--- config.mk ---
export PLATFORM = sky130hd
export DESIGN_NAME = avmm_pio_gen2
export DESIGN_NICKNAME = d
export VERILOG_FILES = /design/src/rtl/avmm_pio_gen2.sv
export SDC_FILE = /design/constraint.sdc
export NUM_CORES = 1
export LEC_CHECK = 0
export CORE_MARGIN = 1
export CORE_UTILIZATION = 30
export CTS_BUF_LIST = sky130_fd_sc_hd__clkbuf_8
export DETAILED_ROUTE_END_ITERATION = 7
export MAX_ROUTING_LAYER = met4
export PLACE_DENSITY_LB_ADDON = 0.05
export REMOVE_ABC_BUFFERS = 1
export SLEW_MARGIN = 15
export SYNTH_ARGS = -nofsm -noshare
export SYNTH_HDL_FRONTEND = slang
export SYNTH_SLANG_ARGS = --single-unit
--- constraint.sdc ---
create_clock -name clk_clk -period 1.8 [get_ports clk_clk]
set_input_delay 0.18 -clock clk_clk [delete_from_list [all_inputs] [get_ports clk_clk]]
set_output_delay 0.18 -clock clk_clk [all_outputs]
set_load 0.01 [all_outputs]
--- src/rtl/avmm_pio_gen2.sv ---
// ---------------------------------------------------------------------------
// avmm_pio_gen2
//
// Parametrised Avalon-MM general-purpose I/O block. It has two halves:
//   * An output register with atomic set and clear aliases, driving pio_out.
//   * An input path. Each bit passes through a 2-FF synchroniser and then a
//     debouncer clocked by one shared prescaler tick. Per-bit rising and
//     falling edges are captured, and a maskable level interrupt is raised.
//
// Register map (word addresses):
//   0 IN        RO   debounced input level
//   1 OUT       RW   output register
//   2 IRQ_MASK  RW   interrupt enables for EDGE_CAP bits
//   3 EDGE_CAP  R/W1C captured edges
//   4 OUTSET    WO   OUT |= wdata   (reads 0)
//   5 OUTCLR    WO   OUT &= ~wdata  (reads 0)
//   6 RISE_EN   RW   capture rising edges
//   7 FALL_EN   RW   capture falling edges
//
// Ports:
//   clk_clk            sole clock
//   reset_reset_n      asynchronous active-low reset
//   avs_address        word address (3 bits)
//   avs_read           read strobe; data returns one cycle later
//   avs_write          write strobe; takes effect at this clock edge
//   avs_writedata      32-bit write data; bits above the field width are ignored
//   avs_readdata       registered read data, zero-extended
//   avs_readdatavalid  pulses exactly one cycle after avs_read
//   pio_in             asynchronous external inputs (IN_WIDTH bits)
//   pio_out            output register (OUT_WIDTH bits)
//   irq                level interrupt, |(EDGE_CAP & IRQ_MASK)
// ---------------------------------------------------------------------------
module avmm_pio_gen2 #(
    parameter int unsigned IN_WIDTH        = 4,
    parameter int unsigned OUT_WIDTH       = 4,
    parameter int unsigned DEBOUNCE_CYCLES = 50000,
    parameter logic [31:0] OUT_RESET       = 32'h0
) (
    input  logic                 clk_clk,
    input  logic                 reset_reset_n,
    input  logic [2:0]           avs_address,
    input  logic                 avs_read,
    input  logic                 avs_write,
    input  logic [31:0]          avs_writedata,
    output logic [31:0]          avs_readdata,
    output logic                 avs_readdatavalid,
    input  logic [IN_WIDTH-1:0]  pio_in,
    output logic [OUT_WIDTH-1:0] pio_out,
    output logic                 irq
);

    localparam int unsigned         CNT_W    = (DEBOUNCE_CYCLES > 1) ? $clog2(DEBOUNCE_CYCLES) : 1;
    localparam logic [CNT_W-1:0]    CNT_LAST = CNT_W'(DEBOUNCE_CYCLES - 1);
    localparam logic [OUT_WIDTH-1:0] OUT_INIT = OUT_RESET[OUT_WIDTH-1:0];

    localparam logic [2:0] ADDR_IN       = 3'd0;
    localparam logic [2:0] ADDR_OUT      = 3'd1;
    localparam logic [2:0] ADDR_IRQ_MASK = 3'd2;
    localparam logic [2:0] ADDR_EDGE_CAP = 3'd3;
    localparam logic [2:0] ADDR_OUTSET   = 3'd4;
    localparam logic [2:0] ADDR_OUTCLR   = 3'd5;
    localparam logic [2:0] ADDR_RISE_EN  = 3'd6;
    localparam logic [2:0] ADDR_FALL_EN  = 3'd7;

    // Input path state
    logic [IN_WIDTH-1:0]  sync_meta;
    logic [IN_WIDTH-1:0]  sync_q;
    logic [IN_WIDTH-1:0]  samp;
    logic [IN_WIDTH-1:0]  db;
    logic [IN_WIDTH-1:0]  db_q;
    logic                 primed;
    logic                 db_q_valid;
    logic [CNT_W-1:0]     presc_cnt;
    logic                 tick;

    // Software-visible registers
    logic [OUT_WIDTH-1:0] out_reg;
    logic [IN_WIDTH-1:0]  irq_mask;
    logic [IN_WIDTH-1:0]  edge_cap;
    logic [IN_WIDTH-1:0]  rise_en;
    logic [IN_WIDTH-1:0]  fall_en;

    // Decoded bus strobes and derived vectors
    logic                 wr_out;
    logic                 wr_mask;
    logic                 wr_cap;
    logic                 wr_set;
    logic                 wr_clr;
    logic                 wr_rise;
    logic                 wr_fall;
    logic [IN_WIDTH-1:0]  wdata_in;
    logic [OUT_WIDTH-1:0] wdata_out;
    logic [IN_WIDTH-1:0]  w1c;
    logic [IN_WIDTH-1:0]  agree;
    logic [IN_WIDTH-1:0]  rise;
    logic [IN_WIDTH-1:0]  fall;
    logic [31:0]          rd_mux;

    // Upper write-data bits are deliberately ignored for narrow fields.
    logic unused_wdata;
    assign unused_wdata = ^avs_writedata;

    assign wdata_in  = avs_writedata[IN_WIDTH-1:0];
    assign wdata_out = avs_writedata[OUT_WIDTH-1:0];

    always_comb begin
        wr_out  = 1'b0;
        wr_mask = 1'b0;
        wr_cap  = 1'b0;
        wr_set  = 1'b0;
        wr_clr  = 1'b0;
        wr_rise = 1'b0;
        wr_fall = 1'b0;
        if (avs_write) begin
            case (avs_address)
                ADDR_OUT:      wr_out  = 1'b1;
                ADDR_IRQ_MASK: wr_mask = 1'b1;
                ADDR_EDGE_CAP: wr_cap  = 1'b1;
                ADDR_OUTSET:   wr_set  = 1'b1;
                ADDR_OUTCLR:   wr_clr  = 1'b1;
                ADDR_RISE_EN:  wr_rise = 1'b1;
                ADDR_FALL_EN:  wr_fall = 1'b1;
                default: ;
            endcase
        end
    end

    // Two-flop synchroniser for the asynchronous pins.
    always_ff @(posedge clk_clk or negedge reset_reset_n) begin
        if (!reset_reset_n) begin
            sync_meta <= '0;
            sync_q    <= '0;
        end else begin
            sync_meta <= pio_in;
            sync_q    <= sync_meta;
        end
    end

    // One prescaler is shared by all bits; tick marks the last count.
    assign tick = (presc_cnt == CNT_LAST);

    always_ff @(posedge clk_clk or negedge reset_reset_n) begin
        if (!reset_reset_n) begin
            presc_cnt <= '0;
        end else if (tick) begin
            presc_cnt <= '0;
        end else begin
            presc_cnt <= presc_cnt + 1'b1;
        end
    end

    // A level is accepted only when it is the same at two consecutive ticks.
    // The first tick after reset loads db directly so IN is meaningful early.
    assign agree = ~(sync_q ^ samp);

    always_ff @(posedge clk_clk or negedge reset_reset_n) begin
        if (!reset_reset_n) begin
            samp   <= '0;
            db     <= '0;
            primed <= 1'b0;
        end else if (tick) begin
            samp <= sync_q;
            if (!primed) begin
                db     <= sync_q;
                primed <= 1'b1;
            end else begin
                db <= (db & ~agree) | (sync_q & agree);
            end
        end
    end

    // db_q only becomes a trustworthy "previous level" one cycle after the
    // priming tick; before that a nonzero priming value would look like a rise.
    assign rise = db_q_valid ? (db & ~db_q & rise_en) : '0;
    assign fall = db_q_valid ? (~db & db_q & fall_en) : '0;
    assign w1c  = wr_cap ? wdata_in : '0;

    always_ff @(posedge clk_clk or negedge reset_reset_n) begin
        if (!reset_reset_n) begin
            db_q       <= '0;
            db_q_valid <= 1'b0;
            edge_cap   <= '0;
        end else begin
            db_q       <= db;
            db_q_valid <= primed;
            // New edges win over a same-cycle clear.
            edge_cap   <= (edge_cap & ~w1c) | rise | fall;
        end
    end

    // Plain RW registers and the atomic set/clear aliases of OUT.
    always_ff @(posedge clk_clk or negedge reset_reset_n) begin
        if (!reset_reset_n) begin
            out_reg  <= OUT_INIT;
            irq_mask <= '0;
            rise_en  <= '0;
            fall_en  <= '0;
        end else begin
            if (wr_out) begin
                out_reg <= wdata_out;
            end else if (wr_set) begin
                out_reg <= out_reg | wdata_out;
            end else if (wr_clr) begin
                out_reg <= out_reg & ~wdata_out;
            end
            if (wr_mask) begin
                irq_mask <= wdata_in;
            end
            if (wr_rise) begin
                rise_en <= wdata_in;
            end
            if (wr_fall) begin
                fall_en <= wdata_in;
            end
        end
    end

    // Read mux sees pre-write register values, so a simultaneous read and
    // write to the same address returns the old contents.
    always_comb begin
        rd_mux = '0;
        case (avs_address)
            ADDR_IN:       rd_mux[IN_WIDTH-1:0]  = db;
            ADDR_OUT:      rd_mux[OUT_WIDTH-1:0] = out_reg;
            ADDR_IRQ_MASK: rd_mux[IN_WIDTH-1:0]  = irq_mask;
            ADDR_EDGE_CAP: rd_mux[IN_WIDTH-1:0]  = edge_cap;
            ADDR_RISE_EN:  rd_mux[IN_WIDTH-1:0]  = rise_en;
            ADDR_FALL_EN:  rd_mux[IN_WIDTH-1:0]  = fall_en;
            default:       rd_mux = '0;
        endcase
    end

    always_ff @(posedge clk_clk or negedge reset_reset_n) begin
        if (!reset_reset_n) begin
            avs_readdata      <= '0;
            avs_readdatavalid <= 1'b0;
        end else begin
            avs_readdatavalid <= avs_read;
            if (avs_read) begin
                avs_readdata <= rd_mux;
            end
        end
    end

    assign pio_out = out_reg;
    assign irq     = |(edge_cap & irq_mask);

endmodule

* Yosys cells after proc, flatten, opt, wreduce, memory -nomap -nowiden
Cells that the tools add are included.
Cells by class: bitwise logic cells 20, equality and inequality tests 8, reductions and logical operators 3, muxes and demuxes 23, add/subtract/negate cells 1
Operators with widths (count):
- 4-bit AND | 9
- 4-bit two-way mux | 7
- 4-bit NOT | 6
- 4-bit one-hot mux with 6 select lines | 1
- 16-bit by 1-bit adder with 16-bit output (second input constant) | 1
- 16-bit equality test (second input constant) | 1
- 16-bit two-way mux | 1
- 4-bit bitwise OR | 4
- 1-bit two-way mux | 14
- 3-bit equality test (second input constant) | 4
- 3-bit by 2-bit equality test with 1-bit output (second input constant) | 2
- 4-bit OR reduction | 1
- 4-bit bitwise XOR | 1
- 3-bit by 1-bit equality test with 1-bit output (second input constant) | 1
- 3-bit logical NOT | 1
- 3-bit nonzero test | 1
Storage, ports and cells: output and inout bits 38, bits in registers 63, word-level logic and storage cells 70

* Longest topological paths before layout
depth after elaboration 8, mapped depth 6, depth with buffers taken out 5

* Worst setup path after synthesis
No wires, ideal clock.
path type register -> register, start point reg presc_cnt[0], end point reg with a tool-made name, setup slack 275 ps, path buffers 1, period minus slack after synthesis 1525 ps, stages on the path, launching flop included 7, arrival time 1397 ps, data required time 1672 ps, library setup time 128 ps, cells stage by stage dfrtp_1 -> ha_1 -> and3_1 -> and4_4 -> buf_6 -> a221oi_2 -> nand3_1
RTL lines:
- start, declared | line 73 | logic [CNT_W-1:0] presc_cnt;
- start signal, assigned | line 148 | presc_cnt <= presc_cnt + 1'b1;

* Worst setup path after layout
start point reg irq_mask[3], end point out irq
On the way: word-level cells in the longest chain between the ends 2
Ends and longest elaborated chain:
- start, declared | line 78 | logic [IN_WIDTH-1:0] irq_mask;
- start signal, assigned | line 207 | irq_mask <= wdata_in;
- 4-bit AND | line 246 | assign irq = |(edge_cap & irq_mask);
- 4-bit OR reduction | line 246
- end, declared | line 49 | output logic irq
Every way passes these cells.

==> results.ini <==
[critical_path]
crit_family = buffers and inverters
critPathArrivalTime_ns = 1.54
endpoint_kind = output port
crit_path_cell_trace = a22oi_2 > nand2_1 > clkdlybuf4s50_1
slowest_delay_ns = 0.49
startpoint_type = flop
critPathMaxFanout = 3
path_buf_inv = 1
cp.required_ns = 1.62
critical_path_class = flop to output port
crit_path_top_delay_cell = clkdlybuf4s50_1

[floorplan]
die_h_um = 104
fp-row-count = 37
die_w_um = 104
ios = 81
dieArea_sq_um = 10900
start_util = 0.308
coreArea_sq_um = 10200

[power_and_ir_drop]
ir_drop_uv = 280
power_density_nw_per_um2 = 831
power_leakage_nw = 1.67

[cells_and_area]
mostFrequentLayoutCell = dfrtp_1
seq_area_sq_um = 1580
fill_cells = 1027
drive_gt1_frac = 0.169
multiInputGateArea_sq_um = 1400
diodes = 0
areaGrowthSynthToFinish_pct = 17.2
final_cells = 468
nets = 372
final_cell_mix = 63 x dfrtp_1, 33 x nand2_1, 28 x conb_1

[global_route]
grt_overflow = 0
grt_pass1_wl_um = 11000
grt_pass1_vias = 2060
grt_max_degree = 64
antenna_found_initial = 0
grt_usage = 0.136

[route]
vias = 2123
routedWlPerCell_um = 13.8
viasPerCell = 4.54
ant_nets = 0
drc_errors = 0
drtIter0Drc = 53
first_pass_iters = 4
wirelength_um = 6440

[logic_synthesis]
synthFlopType = dfrtp_1
ys_ff_latch = 63
synth.top_cell.area_share = 0.500
synthesis.area_sq_um = 3150
synthCells = 290
synthDistinctLibCells = 47
yosysTopAreaCell = dfrtp_1
synthTopCellsByArea = dfrtp_1 50%, buf_4 6.9%, mux2_2 4.6%
ys_async_sr_fraction = 1.00
syn_avg_cell_area_sq_um = 10.9
yosysWarnings = 0
synth_edf_count = 0
seq_area_frac_synth = 0.500

[cts]
cts_tree = done
insertion_delay_ns = 0.34
clockBufferDepth = 2
clkTransAtPathRegs_ns = 0.08
cts-root-buf = clkbuf_8
cts_buffers = 9
htreeDepth = 3
clock_sinks = 63

[timing]
fmax_mhz = 582
hold_viol_final = 0
report.final.slew_viol_count = 0
fin_hold_ws_ns = 0.284
period_needed_ns = 1.72
setup_tns_ns = 0
worst_clock_skew_ns = 0.00993
setup_viol = 0
fin_crit_sh = 0.955
rsz0062_at_grt = false

[place]
hpwl_um = 4430
gp_congestion = 0.753
portBuffers = 24
place_inst = 452

[flow_run]
cap_violations = 0

[hold_path]
hold_path_class = input port to flop

[status]
status = completed

==> worst register-to-register path, cell delays in order (launching register included) <==
cell	delay (ns)
dfrtp_1	0.41
ha_1	0.24
and3_1	0.25
and4_4	0.26
a221oi_2	0.25
nand3_1	0.10
==> report_power, final <==
| part | switching, W | internal (W) | total [W] |
|---|---|---|---|
| logic | 0.000168 | 0.000174 | 0.000342 |
| clock network | 0.000542 | 0.000601 | 0.00114 |
| registers | 0.0000787 | 0.00150 | 0.00158 |
| total | 0.000789 | 0.00228 | 0.00307 |
==> metal layers <==
layer,track usage,vias to the layer above,share of wire
met4,0.0612,0,0.021
met2,0.194,38,0.45
met3,0.0282,11,0.028
li1,-,1048,-
met1,0.184,1026,0.50
met5,-,-,0
==> worst paths after layout <==
check                                        start                           to  slack (ns)  cells after the start
hold / removal                           pio_in[0]       sync_meta[0]$_DFF_PN0_        0.28                      1
max in group asynchronous            reset_reset_n                    async pin        1.12                      3
setup reg to reg            presc_cnt[0]$_DFF_PN0_                         flop        0.18                      5
hold reg to reg             sync_meta[2]$_DFF_PN0_          sync_q[2]$_DFF_PN0_        0.35                      0
min in group asynchronous            reset_reset_n  avs_readdata[2]$_DFFE_PN0P_        0.38                      3
setup / recovery           irq_mask[3]$_DFFE_PN0P_                          irq        0.08                      3
==> cell type report <==
cell class	count	share of cell area
clock inverter	3	0.00474
clock buffer	12	0.0447
inverter	6	0.00610
multi-input combinational	212	0.379
tap	136	0.0461
timing repair buffer	36	0.0922
sequential	63	0.427
==> cells in the mapped netlist (7+ instances only) <==
cell type and count:
a21oi_1 9, nor2b_1 7, and3_1 7, nand3_1 15, mux2_2 13, xnor2_1 7
dfrtp_1 63, buf_4 29, nor2_1 17, o21ai_0 7, nand2_1 33
==> per-stage QoR <==
stage	instance area [sq um]	total power, W	utilization	setup slack [ns]
2_1_floorplan	2990	0.00176	-	0.326
5_1_grt	3690	0.00326	0.361	0.00114
6_report	3690	0.00307	0.361	0.0819
4_1_cts	3690	0.00313	0.360	0.00703
3_3_place_gp	3490	0.00195	0.342	0.0346
3_5_place_dp	3490	0.00196	0.342	0.0457
==> what timing repair did <==
action	in CTS	in global routing
hold buffers	1	0
setup endpoints to repair	0	1
setup buffers	0	0
gates resized for setup	0	1
endpoints found under the hold margin	63	0
==> cells by family after synthesis <==
| group | after synthesis | share of synthesized area |
|---|---|---|
| AOI/OAI and AO/OA | 43 | 0.101 |
| and+or+nand+nor | 108 | 0.203 |
| DFF | 63 | 0.500 |
| adders and majority gates | 1 | 0.00397 |
| buffers and inverters | 42 | 0.0890 |
| xor gates and xnor gates | 13 | 0.0361 |
| other | 1 | 0.00119 |
| muxes | 19 | 0.0655 |
(Power assumes the default switching activity.)
